[src/rtl/constants_pkg.sv]
// rtl/constants_pkg.sv - shared op codes, flag indices and FSM states for alu_datapath
// Purpose: single definition of the ALU op encoding, the flag bit positions
//          inside the 4-bit {V,N,C,Z} flag vector, and the controller states.
// Ports:   none (package).
package constants_pkg;

    localparam int ALU_OP_BITS = 4;

    localparam int FLAG_Z = 0;
    localparam int FLAG_C = 1;
    localparam int FLAG_N = 2;
    localparam int FLAG_V = 3;

    typedef enum logic [ALU_OP_BITS-1:0] {
        REG_READ  = 4'd0,
        REG_WRITE = 4'd1,
        ADD       = 4'd2,
        SUB       = 4'd3,
        ADC       = 4'd4,
        AND       = 4'd5,
        OR        = 4'd6,
        XOR       = 4'd7,
        SHL       = 4'd8,
        SHR       = 4'd9,
        CMP       = 4'd10,
        MUL       = 4'd11
    } alu_op_t;

    // State literals carry an S_ prefix so they cannot collide with the MUL op code.
    typedef enum logic {
        S_IDLE,
        S_MUL
    } alu_state_t;

endpackage

[src/rtl/seq_multiplier.sv]
// rtl/seq_multiplier.sv - unsigned shift-add multiplier, one partial product per cycle
// Purpose: multiplies a by b over DATA_BITS cycles after the start edge.
// Ports:   clk, reset (async active-high), start (latch a/b, begin),
//          a, b (operands), product (full 2*DATA_BITS result, valid with done),
//          done (high in the cycle whose closing edge applies the final step).
module seq_multiplier #(
    parameter int DATA_BITS = 8
) (
    input  logic                   clk,
    input  logic                   reset,
    input  logic                   start,
    input  logic [DATA_BITS-1:0]   a,
    input  logic [DATA_BITS-1:0]   b,
    output logic [2*DATA_BITS-1:0] product,
    output logic                   done
);

    localparam int CW = $clog2(DATA_BITS);

    logic                   running;
    logic [CW-1:0]          count;
    logic [2*DATA_BITS-1:0] mcand;
    logic [DATA_BITS-1:0]   mplier;
    logic [2*DATA_BITS-1:0] acc;
    logic [2*DATA_BITS-1:0] acc_next;

    // The product is exposed as the accumulator's next value so the consumer
    // can capture it on the very edge that applies the last step.
    assign acc_next = acc + (mplier[0] ? mcand : '0);
    assign product  = acc_next;
    assign done     = running && (count == '0);

    always_ff @(posedge clk or posedge reset) begin
        if (reset) begin
            running <= 1'b0;
            count   <= '0;
            mcand   <= '0;
            mplier  <= '0;
            acc     <= '0;
        end else if (start) begin
            running <= 1'b1;
            count   <= CW'(DATA_BITS - 1);
            mcand   <= {{DATA_BITS{1'b0}}, a};
            mplier  <= b;
            acc     <= '0;
        end else if (running) begin
            acc    <= acc_next;
            mcand  <= mcand << 1;
            mplier <= mplier >> 1;
            if (count == '0) begin
                running <= 1'b0;
            end else begin
                count <= count - 1'b1;
            end
        end
    end

endmodule

[src/rtl/alu_datapath.sv]
// rtl/alu_datapath.sv - register file plus integer ALU with registered flags and multi-cycle multiply
// Purpose: executes one op per accepted handshake; single-cycle ops complete at
//          the accepting edge, MUL stalls op_ready for DATA_BITS cycles.
// Ports:   clk, reset (async active-high), op_valid/op_ready (handshake),
//          op, addr_a, addr_b, addr_r, data_in (op fields),
//          data_out/data_out_valid (REG_READ result), flags {V,N,C,Z}, busy.
module alu_datapath
    import constants_pkg::*;
#(
    parameter int ADDR_BITS = 3,
    parameter int DATA_BITS = 8
) (
    input  logic                   clk,
    input  logic                   reset,
    input  logic                   op_valid,
    output logic                   op_ready,
    input  logic [ALU_OP_BITS-1:0] op,
    input  logic [ADDR_BITS-1:0]   addr_a,
    input  logic [ADDR_BITS-1:0]   addr_b,
    input  logic [ADDR_BITS-1:0]   addr_r,
    input  logic [DATA_BITS-1:0]   data_in,
    output logic [DATA_BITS-1:0]   data_out,
    output logic                   data_out_valid,
    output logic [3:0]             flags,
    output logic                   busy
);

    localparam int NUM_REGS = 2 ** ADDR_BITS;
    localparam int MSB      = DATA_BITS - 1;

    logic [DATA_BITS-1:0]   regs [NUM_REGS];
    alu_state_t             state, state_next;
    logic [ADDR_BITS-1:0]   mul_dst;

    logic                   accept;
    logic [DATA_BITS-1:0]   ra, rb, b_op, res;
    logic                   cin, c_out, v_out;
    logic [DATA_BITS:0]     sum;
    logic                   is_sub;
    logic                   wr_en, flag_en, rd_en, mul_start;
    logic [ADDR_BITS-1:0]   wr_addr;
    logic [DATA_BITS-1:0]   wr_data;
    logic [2*DATA_BITS-1:0] product;
    logic                   mul_done;

    assign op_ready = (state == S_IDLE);
    assign busy     = !op_ready;
    assign accept   = op_valid && op_ready;
    assign ra       = regs[addr_a];
    assign rb       = regs[addr_b];

    // Subtraction is A + ~B + 1, so carry-out means "no borrow" and the
    // overflow test uses the inverted B exactly as the adder sees it.
    assign is_sub = (op == SUB) || (op == CMP);
    assign b_op   = is_sub ? ~rb : rb;
    assign cin    = is_sub ? 1'b1 : ((op == ADC) ? flags[FLAG_C] : 1'b0);
    assign sum    = {1'b0, ra} + {1'b0, b_op} + {{DATA_BITS{1'b0}}, cin};

    always_comb begin
        res       = '0;
        c_out     = 1'b0;
        v_out     = 1'b0;
        wr_en     = 1'b0;
        flag_en   = 1'b0;
        rd_en     = 1'b0;
        mul_start = 1'b0;
        wr_addr   = addr_r;
        wr_data   = '0;
        if (accept) begin
            case (op)
                REG_READ:  rd_en = 1'b1;
                REG_WRITE: begin
                    wr_en   = 1'b1;
                    wr_addr = addr_a;
                end
                ADD, ADC, SUB, CMP: begin
                    res     = sum[MSB:0];
                    c_out   = sum[DATA_BITS];
                    v_out   = (ra[MSB] == b_op[MSB]) && (sum[MSB] != ra[MSB]);
                    flag_en = 1'b1;
                    wr_en   = (op != CMP);
                end
                AND: begin res = ra & rb; flag_en = 1'b1; wr_en = 1'b1; end
                OR:  begin res = ra | rb; flag_en = 1'b1; wr_en = 1'b1; end
                XOR: begin res = ra ^ rb; flag_en = 1'b1; wr_en = 1'b1; end
                SHL: begin
                    res     = {ra[MSB-1:0], 1'b0};
                    c_out   = ra[MSB];
                    flag_en = 1'b1;
                    wr_en   = 1'b1;
                end
                SHR: begin
                    res     = {1'b0, ra[MSB:1]};
                    c_out   = ra[0];
                    flag_en = 1'b1;
                    wr_en   = 1'b1;
                end
                MUL:     mul_start = 1'b1;
                default: ;
            endcase
            wr_data = (op == REG_WRITE) ? data_in : res;
        end
    end

    always_comb begin
        state_next = state;
        case (state)
            S_IDLE:  if (mul_start) state_next = S_MUL;
            S_MUL:   if (mul_done)  state_next = S_IDLE;
            default: state_next = S_IDLE;
        endcase
    end

    seq_multiplier #(.DATA_BITS(DATA_BITS)) u_mul (
        .clk     (clk),
        .reset   (reset),
        .start   (mul_start),
        .a       (ra),
        .b       (rb),
        .product (product),
        .done    (mul_done)
    );

    always_ff @(posedge clk or posedge reset) begin
        if (reset) begin
            for (int i = 0; i < NUM_REGS; i++) begin
                regs[i] <= '0;
            end
            state          <= S_IDLE;
            mul_dst        <= '0;
            flags          <= '0;
            data_out       <= '0;
            data_out_valid <= 1'b0;
        end else begin
            state          <= state_next;
            data_out_valid <= rd_en;
            if (rd_en) begin
                data_out <= ra;
            end
            if (mul_start) begin
                mul_dst <= addr_r;
            end
            if (wr_en) begin
                regs[wr_addr] <= wr_data;
            end
            if (flag_en) begin
                flags <= {v_out, res[MSB], c_out, (res == '0)};
            end
            // MUL completion never coincides with an accepted op: op_ready is low.
            if (state == S_MUL && mul_done) begin
                regs[mul_dst] <= product[MSB:0];
                flags <= {1'b0, product[MSB], (product[2*DATA_BITS-1:DATA_BITS] != '0),
                          (product[MSB:0] == '0)};
            end
        end
    end

endmodule

[config.mk]
export PLATFORM = sky130hd
export DESIGN_NAME = alu_datapath
export DESIGN_NICKNAME = d
export VERILOG_FILES = /design/src/rtl/constants_pkg.sv /design/src/rtl/seq_multiplier.sv /design/src/rtl/alu_datapath.sv
export SDC_FILE = /design/constraint.sdc
export NUM_CORES = 1
export LEC_CHECK = 0
export BUFFER_PORTS_ARGS = -buffer_cell sky130_fd_sc_hd__buf_4
export CAP_MARGIN = 15
export CORE_ASPECT_RATIO = 0.6
export CORE_MARGIN = 5
export CORE_UTILIZATION = 31
export DETAILED_ROUTE_END_ITERATION = 10
export PLACE_DENSITY_LB_ADDON = 0.08
export SLEW_MARGIN = 20
export SYNTH_ARGS = -nofsm -noshare
export SYNTH_HDL_FRONTEND = slang
export SYNTH_SLANG_ARGS = --single-unit
[constraint.sdc]
create_clock -name clk -period 5.19 [get_ports clk]
set_input_delay 0.519 -clock clk [delete_from_list [all_inputs] [get_ports clk]]
set_output_delay 0.519 -clock clk [all_outputs]
set_load 0.01 [all_outputs]
==> results of run 1 <==
## sequential cells by signal, indices dropped and copies added (netlist names)
signal,cells
u_mul.running,1
data_out_valid,1
mul_dst,3
busy,1
u_mul.mplier,8
u_mul.acc,16
data_out,8
u_mul.count,3
flags,4
regs,64
u_mul.mcand,16
## worst max-delay path: cells and delay by family
| kind | cells | cell delay (ps) |
|---|---|---|
| AOI/OAI and AO/OA | 4 | 790 |
| xor gates and xnor gates | 1 | 200 |
| adders and majority gates | 2 | 640 |
| buffers and inverters | 2 | 370 |
| muxes | 2 | 850 |
| and+or+nand+nor | 3 | 930 |
## power by group through the flow
stage	logic [W]	registers, W	clock network [W]
finish	0.00243	0.00172	0.00121
CTS	0.00242	0.00171	0.00123
floorplan	0.00171	0.00158	0
global route	0.00270	0.00177	0.00127
detailed placement	0.00241	0.00172	0
global placement	0.00243	0.00173	0
## layout make-up
class / count / area, um2
Clock buffer: 20 / 447
Clock inverter: 12 / 135
Fill cell: 2827 / 17700
Inverter: 35 / 136
Multi-Input combinational cell: 755 / 5350
Sequential cell: 125 / 3130
Tap cell: 367 / 459
Timing Repair Buffer: 62 / 465
## final timing paths
path	slack, ps	to
min	250	u_mul.count[2]
max in group asynchronous	3810	u_mul.mplier[3]
min reg2reg	480	data_out[3]
max	1240	flags[0]
max reg2reg	1280	flags[0]
min in group clk	310	mul_dst[0]
## placed cells by master (no fill, tap or decap), types with 7 or more instances in the layout
cell,instances
a211oi_1,21
a21o_1,8
a21oi_1,41
a31oi_1,47
and2_1,20
buf_4,62
clkbuf_16,17
dfrtp_1,124
ha_1,40
inv_1,32
mux2i_1,33
mux2i_4,7
mux4_1,9
mux4_2,23
nand2_1,124
nand2b_1,22
nand3_1,31
nor2_1,104
nor2b_1,22
nor3_1,10
o211ai_1,11
o21a_1,11
o21ai_0,53
o22ai_1,19
xnor2_1,18
## layer usage
| metal | GRT usage [%] | wire (um) | vias up |
|---|---|---|---|
| met5 | 0 | 12 | - |
| met4 | 4.04 | 352 | 2 |
| met3 | 4.72 | 2050 | 31 |
| met2 | 26.8 | 12700 | 251 |
| met1 | 33.4 | 17500 | 3836 |
| li1 | - | - | 3617 |
## through the flow
step	util (%)	setup slack (ps)
2_1_floorplan	-	584
3_3_place_gp	34.3	852
3_5_place_dp	34.3	787
4_1_cts	36.4	1230
5_1_grt	36.4	1020
6_report	36.4	1240
## kinds of logic (layout without fill, tap and decap cells)
family                     Yosys count  in the layout  synth area share [%]
buffers and inverters               94            129                  4.36
DFF                                125            125                  35.4
and+or+nand+nor                    368            368                  19.4
AOI/OAI and AO/OA                  248            248                  18.1
adders and majority gates           43             43                  6.34
xor gates and xnor gates            23             23                  2.28
muxes                               73             73                  14.2
==> impl_metrics.py, run 1 <==
metrics = {
    "die": {
        "core_area_um2": 27800,
        "die_h_um": 141,
        "start_util_pct": 31.8,
        "ios": 39,
        "dieArea_um2": 32100,
        "die_x_um": 228,
        "num_rows": 47,
    },
    "setup_path": {
        "reg2reg_depth": 13,
        "critPathSlowestCell": "or4_1",
        "cpPeakStageDelay_ps": 610,
        "rr_startpoint": "regs[32]",
        "crit_path_start_kind": "input port",
        "path_cells": "buf_4 -> mux4_2 -> mux2i_1 -> xnor2_1 -> fa_1 -> inv_1 -> fa_1 -> nand2b_1 -> a211oi_1 -> o21a_1 -> or3_1 -> a31oi_2 -> or4_1 -> o211ai_2",
        "path_max_fanout": 16,
        "cp.required_ps": 5540,
        "arrival_ps": 4300,
        "crit_top_cell": "fa_1",
        "cp-end-kind": "flip-flop",
        "worstSetupStartpoint": "addr_b[0]",
        "path_class": "in -> reg",
    },
    "layout": {
        "stdcell_count": 1376,
        "syn_to_final_growth_pct": 14.4,
        "drive_gt1_share_pct": 13.4,
        "stdcell_area_um2": 10100,
        "nNetsFinal": 1063,
        "diodes": 0,
    },
    "timing": {
        "fin_crit_ps": 3950,
        "max_freq_mhz": 253,
        "fin_crit_sh_pct": 76.1,
        "rsz0062_at_grt": "false",
        "tns_ps": 0,
        "slew_headroom_pct": 21.3,
        "tightestPinTransition_ps": 1180,
        "finalHoldViolCount": 0,
        "finalMaxSlewViolations": 0,
        "skew_ps": 13.8,
        "setup_viol": 0,
        "hold_ws_ps": 251,
    },
    "route": {
        "vias": 7737,
        "wl_per_cell_um": 23.7,
        "via_per_inst": 5.62,
        "drt-total-wl_um": 32600,
        "antenna_left": 0,
        "first_iter_violations": 651,
        "firstDrtPassIters": 5,
        "drc": 0,
    },
    "yosys": {
        "synth_most_common_cell": "dfrtp_1",
        "synth_area_um2": 8850,
        "avgSynthCellArea_um2": 9.08,
        "synthTopCellsByCount": "125 x dfrtp_1, 124 x nand2_1, 104 x nor2_1, 53 x o21ai_0, 47 x a31oi_1",
        "ys_warn_count": 0,
        "ys_seq_area_share_pct": 35.4,
        "synth_top_area_cell": "dfrtp_1",
        "synth_cell_types": 69,
        "synth_enable_flop_cells": 0,
        "syn_nets": 1041,
        "synthFlopType": "dfrtp_1",
        "yosys-top-cells-area": "dfrtp_1 35%, mux4_2 5.9%, ha_1 5.7%, nand2_1 5.3%, nor2_1 4.4%",
        "synthArstFlopShare_pct": 100,
        "synth_top_area_share_pct": 35.4,
        "syn_inst": 974,
        "ys_ff_latch": 125,
    },
    "global_routing": {
        "gr-total-overflow": 0,
        "antenna_found_initial": 2,
        "grt_max_degree": 83,
        "grt_pass1_vias": 7140,
        "grt_usage_pct": 20.4,
        "grt_pass1_wl_um": 49000,
    },
    "clock_network": {
        "cts_tree": "built",
        "post_cts_buffers": 0,
        "clk_path_buf_depth": 2,
        "hold_buffers": 0,
        "clkTransAtPathRegs_ps": 70,
        "cts-resized-gates": 0,
        "insertion_delay_ps": 440,
        "cts_root_buf": "clkbuf_16",
        "clkSinkCount": 125,
        "htree_levels": 4,
        "cts_made_buffers": 17,
    },
    "power": {
        "combPwrFrac_pct": 45.4,
        "leakagePower_nw": 4.45,
        "power_switching_w": 0.00227,
        "power.density_nw_per_um2": 529,
        "p_int_w": 0.00309,
        "ir_drop_uv": 195,
        "seq_power_share_pct": 32.0,
        "power_w": 0.00536,
        "power_frac_clock_pct": 22.6,
        "switching_share_pct": 42.3,
    },
    "flow_run": {
        "max_cap_viol_count": 0,
    },
    "placement": {
        "place_area_um2": 9530,
        "post-dp-hpwl_um": 23300,
        "port_buffers": 38,
        "routabilityCongestion": 0.831,
        "placed_cells": 1344,
    },
    "min_path": {
        "min_path_type": "in -> async",
    },
    "run_status": {
        "status": "completed",
    },
}
No activity file was read; power rests on OpenSTA's default activity.
==> run 2: changes to the inputs <==
Clock period 5.19 ns to 3.25 ns, I/O delays scaled along.
==> run 2 against run 1 <==
  * The flow now finishes with violations (negative setup slack)
  * First-iteration DRC count increased by 43%
  * Setup slack got worse by 1500 ps
  * Largest cell class unchanged
  * Worst hold slack got worse by 120 ps
  * Combinational power increased by 100%
  * Routed wire length increased by 9.2%
  * Design area increased by 14%
  * Die area unchanged
  * Global-route usage increased by 1.6 points
  * Critical path type is now reg -> reg
  * Sequential power increased by 63%
  * Highest routed layer is now met4
==> impl_metrics.py, run 2 (synthesized netlist as in run 1, its figures left out) <==
metrics = {
    "setup_path": {
        "cp.required_ps": 3610,
        "cp-end-kind": "flip-flop",
        "crit_buf_inv": 1,
        "crit_path_start_kind": "flip-flop",
        "path_delay_family": "simple AND/OR/NAND/NOR gates",
        "crit_top_cell": "fa_2",
        "path_max_fanout": 3,
        "critPathSlowestCell": "or4_4",
        "cpPeakStageDelay_ps": 520,
        "arrival_ps": 3910,
        "path_class": "reg -> reg",
        "path_cells": "mux4_2 -> mux2i_4 -> xnor2_2 -> fa_2 -> inv_2 -> fa_2 -> nand2b_4 -> a21oi_2 -> xnor2_1 -> a211oi_2 -> nand4b_1 -> or4_4 -> o211ai_2",
    },
    "timing": {
        "slew_headroom_pct": 44.5,
        "fin_ws_ps": -300,
        "tightestPinTransition_ps": 830,
        "fin_crit_sh_pct": 109,
        "setup_viol": 35,
        "max_freq_mhz": 282,
        "tns_ps": -4310,
        "fin_crit_ps": 3550,
        "skew_ps": 11.1,
        "finalMaxSlewViolations": 0,
        "rsz0062_at_grt": "true",
        "finalHoldViolCount": 0,
    },
    "placement": {
        "placed_cells": 1466,
        "routabilityCongestion": 0.900,
        "port_buffers": 38,
        "place_area_um2": 10500,
        "post-dp-hpwl_um": 26900,
    },
    "power": {
        "leakagePower_nw": 5.19,
        "ir_drop_uv": 414,
        "power.density_nw_per_um2": 839,
    },
    "route": {
        "wl_per_cell_um": 23.7,
        "drc": 0,
        "drt-total-wl_um": 35600,
        "via_per_inst": 5.56,
        "antenna_left": 0,
        "vias": 8375,
        "first_iter_violations": 933,
        "firstDrtPassIters": 5,
    },
    "die": {
        "num_rows": 47,
        "die_x_um": 228,
        "start_util_pct": 31.8,
        "ios": 39,
        "core_area_um2": 27800,
        "dieArea_um2": 32100,
        "die_h_um": 141,
    },
    "clock_network": {
        "cts_made_buffers": 17,
        "htree_levels": 4,
        "clkSinkCount": 125,
        "cts_root_buf": "clkbuf_16",
        "clkTransAtPathRegs_ps": 60,
        "insertion_delay_ps": 440,
        "clk_path_buf_depth": 2,
        "cts_tree": "built",
    },
    "global_routing": {
        "grt_pass1_vias": 7800,
        "grt_usage_pct": 22.0,
        "grt_pass1_wl_um": 53100,
        "antenna_found_initial": 0,
        "grt_max_degree": 111,
        "gr-total-overflow": 0,
    },
    "layout": {
        "stdcell_area_um2": 11500,
        "syn_to_final_growth_pct": 30.3,
        "layout_commonest_cell": "buf_4",
        "stdcell_count": 1506,
        "largest_reg_flops": 64,
        "drive_gt1_share_pct": 28.5,
        "reg_top3": "regs (64), u_mul.acc (16), u_mul.mcand (16)",
        "most-common-layout-cells": "181 x buf_4, 123 x dfrtp_1, 115 x nand2_1",
        "regMostFlops": "regs",
        "nNetsFinal": 1193,
    },
    "flow_run": {
        "max_cap_viol_count": 0,
    },
    "run_status": {
        "violations": "negative setup slack",
        "status": "finished with violations",
    },
    "min_path": {
        "min_path_type": "in -> reg",
    },
}
==> run 2: changes by cell type in the layout (fill, tap and decap cells not counted), sizes merged <==
cell / delta
buf: +129
clkbuf: +5
inv: -4
clkinvlp: -2
diode: +1
dlygate4sd3: +1
==> run 2: layout make-up <==
cell class	count	area, um2
diodes	1	2.50
clock inverters	6	82.6
well taps	367	459
fillers	2757	16300
flip-flops and latches	125	3130
clock buffers	25	515
inverters	35	135
multi-input cells	755	5680
repair buffers	192	1530
==> run 2: what timing repair did <==
action                                 CTS  global route
endpoints found under the hold margin   15             0
pin swaps                               35            16
hold buffers                             1             0
setup buffers                            8             3
setup endpoints to repair               58            68
resized for setup                       47            24
==> run 2: worst min-delay path, cell delays in order <==
cell,delay [ps]
buf_4,110
nand2_1,50
nand2_1,50
==> run 2: worst paths after layout <==
kind,start,endpoint,slack (ps),cells after the start
setup / recovery,regs[40],flags[0],-300,13
hold / removal,addr_r[0],mul_dst[0],140,3
setup reg to reg,regs[40],flags[0],-300,13
hold reg to reg,data_out[5],data_out[5],490,2
max in group asynchronous,reset,regs[40],1820,4
min in group asynchronous,reset,regs[39],440,3
==> run 2: power by group <==
group	total (W)	switching [W]	internal [W]
Sequential	0.00280	0.000624	0.00218
Combinational	0.00489	0.00259	0.00230
Clock	0.00198	0.000735	0.00124
Total	0.00967	0.00395	0.00572
==> run 2: per-layer routing <==
metal	vias to the layer above	global-route usage, %	routed length [um]
met5	-	0	0
met1	4171	36.7	18700
li1	3864	-	-
met2	313	27.9	13600
met3	27	5.20	2960
met4	0	4.58	394
==> run 2: metrics by stage <==
step / power (W) / worst slack [ps] / hold slack [ps] / util [%]
6_report: 0.00967 / -300 / 135 / 41.4
5_1_grt: 0.0103 / -366 / 126 / 41.4
4_1_cts: 0.00956 / -288 / 103 / 41.0
3_5_place_dp: 0.00737 / -613 / 353 / 37.9
3_3_place_gp: 0.00738 / -668 / 349 / 37.9
2_1_floorplan: 0.00529 / -266 / 430 / -
